[src/rtl/mnacidpro_valve_sequencer.sv]
// rtl/mnacidpro_valve_sequencer.sv - pneumatic valve/pump sequencer for the mnacidpro_pads purification protocol
// Optional abort/purge path enabled by defining MNACIDPRO_ABORT_EN.
module mnacidpro_valve_sequencer #(
  parameter int SIZE            = 2,
  parameter int PHASE_CYCLES    = 4,
  parameter int SETTLE_CYCLES   = 8,
  parameter int BEAD_STROKES    = 4,
  parameter int LYSIS_STROKES   = 8,
  parameter int WASH_STROKES    = 6,
  parameter int ELUTE_STROKES   = 4,
  parameter int COLLECT_STROKES = 2,
  parameter int CW              = (SIZE > 1) ? $clog2(SIZE) : 1
) (
  input  logic          clk,
  input  logic          rst_n,
  input  logic          start,
  input  logic [CW-1:0] chan,
`ifdef MNACIDPRO_ABORT_EN
  input  logic          abort,
  output logic          aborted,
`endif
  output logic          busy,
  output logic          done,
  output logic          lysis_ctrl,
  output logic          wash_ctrl,
  output logic          elute_ctrl,
  output logic          dead_end_ctrl,
  output logic          vertical_ctrl,
  output logic          horiz_ctrl,
  output logic          waste_ctrl,
  output logic          bead_ctrl,
  output logic          loop_exit_ctrl,
  output logic          bead_trap_ctrl,
  output logic          collect_ctrl,
  output logic [2:0]    pump,
  output logic [CW-1:0] collect_sel
);

  typedef enum logic [2:0] {
    S_IDLE,
    S_BEAD,
    S_LYSIS,
    S_WASH,
    S_ELUTE,
    S_COLLECT,
`ifdef MNACIDPRO_ABORT_EN
    S_PURGE,
`endif
    S_DONE
  } state_t;

  localparam int I_LYSIS = 10, I_WASH = 9, I_ELUTE = 8, I_DEAD_END = 7, I_VERTICAL = 6;
  localparam int I_HORIZ = 5, I_WASTE = 4, I_BEAD = 3, I_LOOP_EXIT = 2, I_BEAD_TRAP = 1;
  localparam int I_COLLECT = 0;

  localparam logic [15:0]   SETTLE_LAST = 16'(SETTLE_CYCLES - 1);
  localparam logic [15:0]   PHASE_LAST  = 16'(PHASE_CYCLES - 1);
  localparam logic [CW:0]   SIZE_W      = (CW+1)'(SIZE);
  localparam logic [CW-1:0] CHAN_MAX    = CW'(SIZE - 1);

  state_t        st, st_n;
  logic          pumping, pumping_n;
  logic [15:0]   cnt, cnt_n;
  logic [2:0]    phase, phase_n;
  logic [15:0]   strokes, strokes_n;
  logic [CW-1:0] chan_q, chan_n;
  logic [10:0]   valves;

  // Bits set in the mask are the valves vented (opened) in that state.
  function automatic logic [10:0] open_mask(input state_t s);
    logic [10:0] m;
    m = '0;
    case (s)
      S_BEAD:    begin m[I_BEAD] = 1'b1; m[I_HORIZ] = 1'b1; m[I_WASTE] = 1'b1; end
      S_LYSIS:   begin m[I_LYSIS] = 1'b1; m[I_VERTICAL] = 1'b1; m[I_LOOP_EXIT] = 1'b1; m[I_WASTE] = 1'b1; end
      S_WASH:    begin m[I_WASH] = 1'b1; m[I_HORIZ] = 1'b1; m[I_WASTE] = 1'b1; end
      S_ELUTE:   begin m[I_ELUTE] = 1'b1; m[I_DEAD_END] = 1'b1; m[I_LOOP_EXIT] = 1'b1; end
      S_COLLECT: begin m[I_COLLECT] = 1'b1; m[I_LOOP_EXIT] = 1'b1; end
`ifdef MNACIDPRO_ABORT_EN
      S_PURGE:   begin m[I_WASTE] = 1'b1; m[I_HORIZ] = 1'b1; end
`endif
      default:   m = '0;
    endcase
    return m;
  endfunction

  function automatic logic [15:0] stroke_last(input state_t s);
    case (s)
      S_BEAD:  return 16'(BEAD_STROKES - 1);
      S_LYSIS: return 16'(LYSIS_STROKES - 1);
      S_WASH:  return 16'(WASH_STROKES - 1);
      S_ELUTE: return 16'(ELUTE_STROKES - 1);
`ifdef MNACIDPRO_ABORT_EN
      S_PURGE: return 16'd1;
`endif
      default: return 16'(COLLECT_STROKES - 1);
    endcase
  endfunction

  function automatic state_t next_step(input state_t s);
    case (s)
      S_BEAD:  return S_LYSIS;
      S_LYSIS: return S_WASH;
      S_WASH:  return S_ELUTE;
      S_ELUTE: return S_COLLECT;
      default: return S_DONE;
    endcase
  endfunction

  // Never returns 000: every phase keeps at least one pump valve sealed.
  function automatic logic [2:0] pump_pattern(input logic [2:0] p);
    case (p)
      3'd0:    return 3'b101;
      3'd1:    return 3'b100;
      3'd2:    return 3'b110;
      3'd3:    return 3'b010;
      3'd4:    return 3'b011;
      3'd5:    return 3'b001;
      default: return 3'b111;
    endcase
  endfunction

  function automatic logic is_active(input state_t s);
    return (s != S_IDLE) && (s != S_DONE);
  endfunction

  always_comb begin
    st_n      = st;
    pumping_n = pumping;
    cnt_n     = cnt;
    phase_n   = phase;
    strokes_n = strokes;
    chan_n    = chan_q;
    case (st)
      S_IDLE: begin
        if (start) begin
          st_n      = S_BEAD;
          pumping_n = 1'b0;
          cnt_n     = '0;
          phase_n   = '0;
          strokes_n = '0;
          chan_n    = ({1'b0, chan} >= SIZE_W) ? CHAN_MAX : chan;
        end
      end
      S_DONE: st_n = S_IDLE;
      default: begin
        if (!pumping) begin
          if (cnt == SETTLE_LAST) begin
            pumping_n = 1'b1;
            cnt_n     = '0;
          end else begin
            cnt_n = cnt + 16'd1;
          end
        end else if (cnt != PHASE_LAST) begin
          cnt_n = cnt + 16'd1;
        end else begin
          cnt_n = '0;
          if (phase != 3'd5) begin
            phase_n = phase + 3'd1;
          end else begin
            phase_n = '0;
            if (strokes != stroke_last(st)) begin
              strokes_n = strokes + 16'd1;
            end else begin
              strokes_n = '0;
              pumping_n = 1'b0;
              st_n      = next_step(st);
            end
          end
        end
`ifdef MNACIDPRO_ABORT_EN
        // Purge pumps straight away; the valve map change is to a drain path.
        if (abort && st != S_PURGE) begin
          st_n      = S_PURGE;
          pumping_n = 1'b1;
          cnt_n     = '0;
          phase_n   = '0;
          strokes_n = '0;
        end
`endif
      end
    endcase
  end

  always_ff @(posedge clk or negedge rst_n) begin
    if (!rst_n) begin
      st          <= S_IDLE;
      pumping     <= 1'b0;
      cnt         <= '0;
      phase       <= '0;
      strokes     <= '0;
      chan_q      <= '0;
      valves      <= '1;
      pump        <= 3'b111;
      busy        <= 1'b0;
      done        <= 1'b0;
      collect_sel <= '0;
`ifdef MNACIDPRO_ABORT_EN
      aborted     <= 1'b0;
`endif
    end else begin
      st          <= st_n;
      pumping     <= pumping_n;
      cnt         <= cnt_n;
      phase       <= phase_n;
      strokes     <= strokes_n;
      chan_q      <= chan_n;
      valves      <= ~open_mask(st_n);
      pump        <= (pumping_n && is_active(st_n)) ? pump_pattern(phase_n) : 3'b111;
      busy        <= is_active(st_n);
      done        <= (st_n == S_DONE);
      collect_sel <= (st_n == S_COLLECT) ? chan_n : '0;
`ifdef MNACIDPRO_ABORT_EN
      aborted     <= (st == S_PURGE) && (st_n == S_DONE);
`endif
    end
  end

  assign lysis_ctrl     = valves[I_LYSIS];
  assign wash_ctrl      = valves[I_WASH];
  assign elute_ctrl     = valves[I_ELUTE];
  assign dead_end_ctrl  = valves[I_DEAD_END];
  assign vertical_ctrl  = valves[I_VERTICAL];
  assign horiz_ctrl     = valves[I_HORIZ];
  assign waste_ctrl     = valves[I_WASTE];
  assign bead_ctrl      = valves[I_BEAD];
  assign loop_exit_ctrl = valves[I_LOOP_EXIT];
  assign bead_trap_ctrl = valves[I_BEAD_TRAP];
  assign collect_ctrl   = valves[I_COLLECT];

endmodule

[config.mk]
export PLATFORM = sky130hd
export DESIGN_NAME = mnacidpro_valve_sequencer
export DESIGN_NICKNAME = d
export VERILOG_FILES = /design/src/rtl/mnacidpro_valve_sequencer.sv
export SDC_FILE = /design/constraint.sdc
export NUM_CORES = 1
export LEC_CHECK = 0
export BUFFER_PORTS_ARGS = -buffer_cell sky130_fd_sc_hd__buf_2
export CAP_MARGIN = 20
export CORE_UTILIZATION = 60
export DETAILED_ROUTE_END_ITERATION = 6
export PLACE_DENSITY = 0.82
export SYNTH_ARGS = -nofsm -noshare
export SYNTH_HDL_FRONTEND = slang
export SYNTH_SLANG_ARGS = --single-unit
[constraint.sdc]
create_clock -name clk -period 6.8 [get_ports clk]
set_input_delay 0.34 -clock clk [delete_from_list [all_inputs] [get_ports clk]]
set_output_delay 0.34 -clock clk [all_outputs]
set_load 0.1 [all_outputs]
==> results.toml, run 1 <==
[worst_setup_path]
worstPathArrival_ps = 2930
critPathLaunch = "st[1]"
ff_to_ff_end = "strokes[12]"
regToRegStartpoint = "st[1]"
timing.reg2reg.setup_slack_ps = 4000
depth_of_the_worst_register_to_register_path = 5
slowest_delay_ps = 880
dominant_delay_contributor_by_cell_family_on_the_critical_path = "compound AO/OA/AOI/OAI gates"
critPathKind = "reg -> reg"
start_kind = "flip-flop"
path_cells = "nor2b_1 > xnor2_1 > o211ai_1 > o21ai_1 > a22oi_1"
critPathCaptureType = "flip-flop"
critical-path-slowest-cell = "sky130_fd_sc_hd__o21ai_1"
cp_num_buf_inv = 0
cp_data_required_time_ps = 6930
crit_fanout = 19

[place]
dp_hpwl_um = 4210
finalWeightedCongestion = 0.849
post-place-ws_ps = 4040
port_buffers = 19

[run_status]
run_status = "completed"

[routing]
route.detailed.drc = 0
first_iter_violations = 221
via_per_inst = 6.56
wl_per_cell_um = 16.0
detailedRoute.firstPassIterationCount = 4
via_count = 2566
totalWireLength_um = 6250
ant_nets = 0

[final_layout]
syn_to_final_growth_pct = 5.80
design.final.nets = 329
insertedDiodeCount = 0
fillCellCount = 367
drive_gt1_share_pct = 15.7

[global_routing]
antenna_found_initial = 0
gr-usage-all-layers_pct = 25.0
grt_first_pass_wirelength_um = 10500
grt_start_max_net_pins = 55
first_global_vias = 2270
globalRouteOverflowTotal = 0

[synthesis]
most_repeated_cell_in_the_gate_level_netlist_after_synthesis = "sky130_fd_sc_hd__dfrtp_1"
mappedNetlistArea_mm2 = 0.00309
primary_flip_flop_cell_chosen_by_synthesis_mapping = "sky130_fd_sc_hd__dfrtp_1"
synthTopCellsByCount = "43 x sky130_fd_sc_hd__dfrtp_1, 20 x sky130_fd_sc_hd__nand2_1, 20 x sky130_fd_sc_hd__o21ai_0"
seq_area_frac_synth_pct = 44.2
synth_top_cells_by_area = "sky130_fd_sc_hd__dfrtp_1 35%, sky130_fd_sc_hd__dfstp_2 9.4%, sky130_fd_sc_hd__o21ai_0 3.2%"
yosys.cell_types.count = 65
ffs_w_async_s_r_synth_pct = 100
avgSynthCellArea_um2 = 9.80
synth_top_area_share_pct = 34.9
yosys_warnings = 0
synth_cells = 315
synth-seq-cells = 54
post-synth-top-area-cell = "sky130_fd_sc_hd__dfrtp_1"
synth_edf_count = 0
synth_fp_nets = 321

[clock_tree]
clk-insertion-delay-late_ps = 300
path_clk_slew_ps = 90
clkSinkCount = 54
postCtsHoldBufs = 0
cts-root-buf = "sky130_fd_sc_hd__clkbuf_8"
tritoncts.num_buffers = 5
cts-resized-gates = 0
postCtsSetupRepairBufs = 0
clock_tree_from_tritoncts = "built"
ctsHtreeMaxLevel = 2
cts_max_path_buffers = 2

[timing]
final.min_clock_period_ps = 2800
setup_viol = 0
max-slew-margin-rel_pct = 28.7
rsz0062_at_grt = "no"
layout_worst_path_cycle_share_pct = 41.1
clk_skew_ps = 11.7
worst_pin_slew_ps = 1060
setup-tns-final_ps = 0
fmaxAchievable_mhz = 357
final_critical_path_setup_slack_ps = 4000
drv_slew = 0
timing.final.hold_violations = 0

[run]
max-cap-violations = 0

[worst_hold_path]
timing.hold.worst.class = "in -> async"

[floorplanning]
total_die_area_mm2 = 0.00543
chipWidth_um = 73.7
pin_count = 21
fp.dieH_um = 73.7
initial_utilization_pct = 63.6
placement_rows = 25
core_footprint_mm2 = 0.00485

[power]
pwr_density_cell_mw_per_mm2 = 163
highest_ir_drop_seen_on_vdd_mv = 0.0949
leakage_uw = 0.00136
worst max path at each step:
stage | slack (ps) | cells after the start | to
after floorplan | 4580 | 8 | strokes[8]
final | 4000 | 5 | strokes[12]
after global routing | 3780 | 6 | strokes[6]
after CTS | 4010 | 5 | strokes[6]
after global placement | 4190 | 6 | strokes[9]
after detailed placement | 4040 | 5 | strokes[6]
report_power, final:
group          switching (uW)  internal (uW)  total (uW)
sequential               4.69            325         330
combinational            11.7           4.08        15.8
clock                     102           83.4         185
worst register-to-register path, cell delays in order, from the launching register on:
cell and delay, ps:
sky130_fd_sc_hd__dfrtp_1 660, sky130_fd_sc_hd__nor2b_1 440, sky130_fd_sc_hd__xnor2_1 200, sky130_fd_sc_hd__o211ai_1 220
sky130_fd_sc_hd__o21ai_1 890, sky130_fd_sc_hd__a22oi_1 240
stage by stage:
step                      util, %  instance area (um^2)  hold slack (ps)  std cells  total power [uW]
after floorplan                 -                  3090             44.4        315               342
after global placement       65.5                  3170              494        383               351
after detailed placement     65.5                  3170              487        383               352
after CTS                    67.3                  3260              171        391               532
after global routing         67.3                  3260              209        391               547
final                        67.3                  3260              141        391               531
metal layers:
metal	track usage [%]	vias to the layer above	share of wire (%)
li1	-	1230	-
met1	33.8	1255	47
met4	8.33	0	1.4
met2	41.1	74	48
met5	0	-	0
met3	3.70	7	3.2
layout make-up:
type                            instances  area (um^2)  area share (%)
Multi-Input combinational cell        231         1580            48.3
Sequential cell                        54         1370            41.8
Timing Repair Buffer                   21          110            3.37
Clock buffer                            8         90.1            2.76
Tap cell                               67         83.8            2.57
Inverter                               10         37.5            1.15
logic make-up (layout without fill, tap and decap cells):
kind of cell	after synthesis	count (layout)	synth area share, %
AND/OR/NAND/NOR	127	127	25.8
AO/OA/AOI/OAI	92	92	21.7
flip-flops	54	54	44.2
buffers and inverters	30	39	4.62
XOR/XNOR	7	7	1.99
adder cells (fa/ha/maj)	2	2	0.811
multiplexers	2	2	0.730
other	1	1	0.122
state kept, by name, summed over array words and instances, names as in the netlist:
| name | flops |
|---|---|
| pump | 3 |
| valves | 8 |
| cnt | 16 |
| strokes | 16 |
| busy | 1 |
| st | 3 |
| pumping | 1 |
| phase | 3 |
| collect_sel | 1 |
| chan_q | 1 |
| done | 1 |
cell usage in the layout, fill, tap and decap left out, types with 8 or more instances in the layout:
cell,synthesis,routed
sky130_fd_sc_hd__or3_1,9,9
sky130_fd_sc_hd__o31ai_1,10,10
sky130_fd_sc_hd__nor2_1,12,12
sky130_fd_sc_hd__nor2b_1,9,9
sky130_fd_sc_hd__o21ai_0,20,20
sky130_fd_sc_hd__nand3_1,12,12
sky130_fd_sc_hd__nand2_1,20,20
sky130_fd_sc_hd__dfstp_2,11,11
sky130_fd_sc_hd__a21oi_1,8,8
sky130_fd_sc_hd__nand4_1,9,9
sky130_fd_sc_hd__or4_1,10,10
sky130_fd_sc_hd__a22oi_1,12,12
sky130_fd_sc_hd__dfrtp_1,43,43
sky130_fd_sc_hd__nor3_1,10,10
sky130_fd_sc_hd__buf_2,3,19
sky130_fd_sc_hd__inv_1,10,10
Note: power is estimated with default switching activity, not from simulation.
==> run 2, diff against run 1 <==
--- a/config.mk
+++ b/config.mk
@@ -7,9 +7,9 @@
 export LEC_CHECK = 0
 export BUFFER_PORTS_ARGS = -buffer_cell sky130_fd_sc_hd__buf_2
 export CAP_MARGIN = 20
-export CORE_UTILIZATION = 60
+export CORE_UTILIZATION = 54
 export DETAILED_ROUTE_END_ITERATION = 6
-export PLACE_DENSITY = 0.82
+export PLACE_DENSITY = 0.78
 export SYNTH_ARGS = -nofsm -noshare
 export SYNTH_HDL_FRONTEND = slang
 export SYNTH_SLANG_ARGS = --single-unit
==> constraint.sdc (replaced) <==
create_clock -name clk -period 2.5 [get_ports clk]
set_input_delay 0.125 -clock clk [delete_from_list [all_inputs] [get_ports clk]]
set_output_delay 0.125 -clock clk [all_outputs]
set_load 0.1 [all_outputs]
==> results.toml, run 2 (synthesis results as in run 1) <==
[run_status]
run_status = "completed"

[final_layout]
mostFrequentLayoutCell = "sky130_fd_sc_hd__dfrtp_1"
fillCellCount = 460
design.final.nets = 341
reg.largest.list = "cnt: 16 flops, strokes: 16 flops, valves: 8 flops"
finish.utilization_pct = 61.7
most-common-layout-cells = "43 x sky130_fd_sc_hd__dfrtp_1, 20 x sky130_fd_sc_hd__nand2_1, 20 x sky130_fd_sc_hd__o21ai_0"
instances_no_fill = 408
drive_gt1_share_pct = 19.6
syn_to_final_growth_pct = 10.1
insertedDiodeCount = 0

[global_routing]
first_global_vias = 2447
globalRouteOverflowTotal = 0
antenna_found_initial = 0
gr-usage-all-layers_pct = 23.4
grt_first_pass_wirelength_um = 11400
grt_start_max_net_pins = 55

[floorplanning]
core_footprint_mm2 = 0.00551
total_die_area_mm2 = 0.00602
initial_utilization_pct = 56.0
placement_rows = 27
pin_count = 21
chipWidth_um = 77.6
fp.dieH_um = 77.6

[power]
power.net_switching_uw = 325
power.sequential.fraction_pct = 59.1
pwr_density_cell_mw_per_mm2 = 447
net_switching_share_of_the_total_power_pct = 21.4
leakage_uw = 0.00143
comb_power_share_pct = 3.1
power.internal_uw = 1190
power.share.clock_pct = 37.8
highest_ir_drop_seen_on_vdd_mv = 0.210

[timing]
drv_slew = 0
max-slew-margin-rel_pct = 63.5
hold_ws_ps = 66.7
clk_skew_ps = 5.51
final.min_clock_period_ps = 2380
layout_worst_path_cycle_share_pct = 95.4
setup-tns-final_ps = 0
setup_viol = 0
rsz0062_at_grt = "no"
timing.final.hold_violations = 0
worst_pin_slew_ps = 543
fmaxAchievable_mhz = 419

[worst_setup_path]
critPathCaptureType = "flip-flop"
cp_data_required_time_ps = 2720
crit_fanout = 28
start_kind = "flip-flop"
worstPathArrival_ps = 2610
critPathKind = "reg -> reg"

[routing]
via_per_inst = 6.30
ant_nets = 0
wl_per_cell_um = 16.0
totalWireLength_um = 6520
detailedRoute.firstPassIterationCount = 4
via_count = 2572
first_iter_violations = 151
route.detailed.drc = 0

[place]
port_buffers = 19
dp_hpwl_um = 4320
placed_cells = 399
finalWeightedCongestion = 0.838

[clock_tree]
clock_tree_from_tritoncts = "built"
postCtsSetupRepairBufs = 0
clkSinkCount = 54
cts_max_path_buffers = 2
clk-insertion-delay-late_ps = 310
path_clk_slew_ps = 90
cts-root-buf = "sky130_fd_sc_hd__clkbuf_8"
ctsHtreeMaxLevel = 2
tritoncts.num_buffers = 5

[run]
max-cap-violations = 0

[worst_hold_path]
timing.hold.worst.class = "in -> reg"
## run 2: changes by cell type in the layout (fill, tap and decap cells not counted)
cell	delta
sky130_fd_sc_hd__a21o_1	-1
sky130_fd_sc_hd__a21o_2	+1
sky130_fd_sc_hd__buf_12	+1
sky130_fd_sc_hd__buf_4	+10
sky130_fd_sc_hd__bufinv_16	+1
sky130_fd_sc_hd__clkbuf_1	-2
sky130_fd_sc_hd__clkbuf_8	-1
sky130_fd_sc_hd__clkinv_2	+2
sky130_fd_sc_hd__dlygate4sd3_1	+1
sky130_fd_sc_hd__nor2b_1	-1
sky130_fd_sc_hd__nor2b_2	+1
## run 2: timing repair
item,4_1_cts,5_1_grt
hold endpoints to repair,43,0
gates resized for setup,0,2
hold buffers,1,0
setup endpoints to repair,0,11
## run 2: per-stage QoR
step                      setup WS [ps]  cell area (um^2)  total power, uW
after floorplan                     276              3090              931
after global placement              237              3280              958
after detailed placement            161              3280              959
after CTS                          98.2              3390             1530
after global routing               28.0              3400             1560
final                               115              3400             1520
## run 2: power by group through the flow
stage               registers, uW  logic, uW  clock network [uW]
floorplan                     909       21.9                   0
global placement              912       45.9                   0
CTS                           896       48.5                 584
global route                  899       53.6                 609
finish                        896       47.0                 574
detailed placement            912       47.3                   0
## run 2: layout make-up
cell class                      count  area [um^2]  area share (%)
Inverter                           10         37.5            1.10
Timing Repair Buffer               33          215            6.33
Multi-Input combinational cell    231         1580            46.5
Tap cell                           72         90.1            2.65
Clock inverter                      3         40.0            1.18
Clock buffer                        5         68.8            2.03
Sequential cell                    54         1370            40.2
## run 2: path summary, 6_finish.rpt
check | startpoint | endpoint | slack, ps | cells after the start
worst max-delay path | cnt[7] | strokes[6] | 120 | 5
worst min-delay path | chan | chan_q | 70 | 2
worst max register to register | cnt[7] | strokes[6] | 120 | 5
worst min register to register | chan_q | chan_q | 510 | 1
max in group asynchronous | rst_n | valves[3] | 1870 | 3
min in group asynchronous | rst_n | cnt[11] | 340 | 3
## run 2: routing by layer
metal | track usage [%] | part of all wire [%]
met1 | 32.7 | 47
met2 | 37.2 | 49
met3 | 3.88 | 3.7
met4 | 7.17 | 1.1
met5 | 0 | 0
## run 2: critical path: stages, from the launching register on
cell and delay, ps:
sky130_fd_sc_hd__dfrtp_1 480, sky130_fd_sc_hd__nor4_4 380, sky130_fd_sc_hd__nand4_4 200, sky130_fd_sc_hd__o31a_4 500, sky130_fd_sc_hd__or4_1 550, sky130_fd_sc_hd__a22oi_1 180
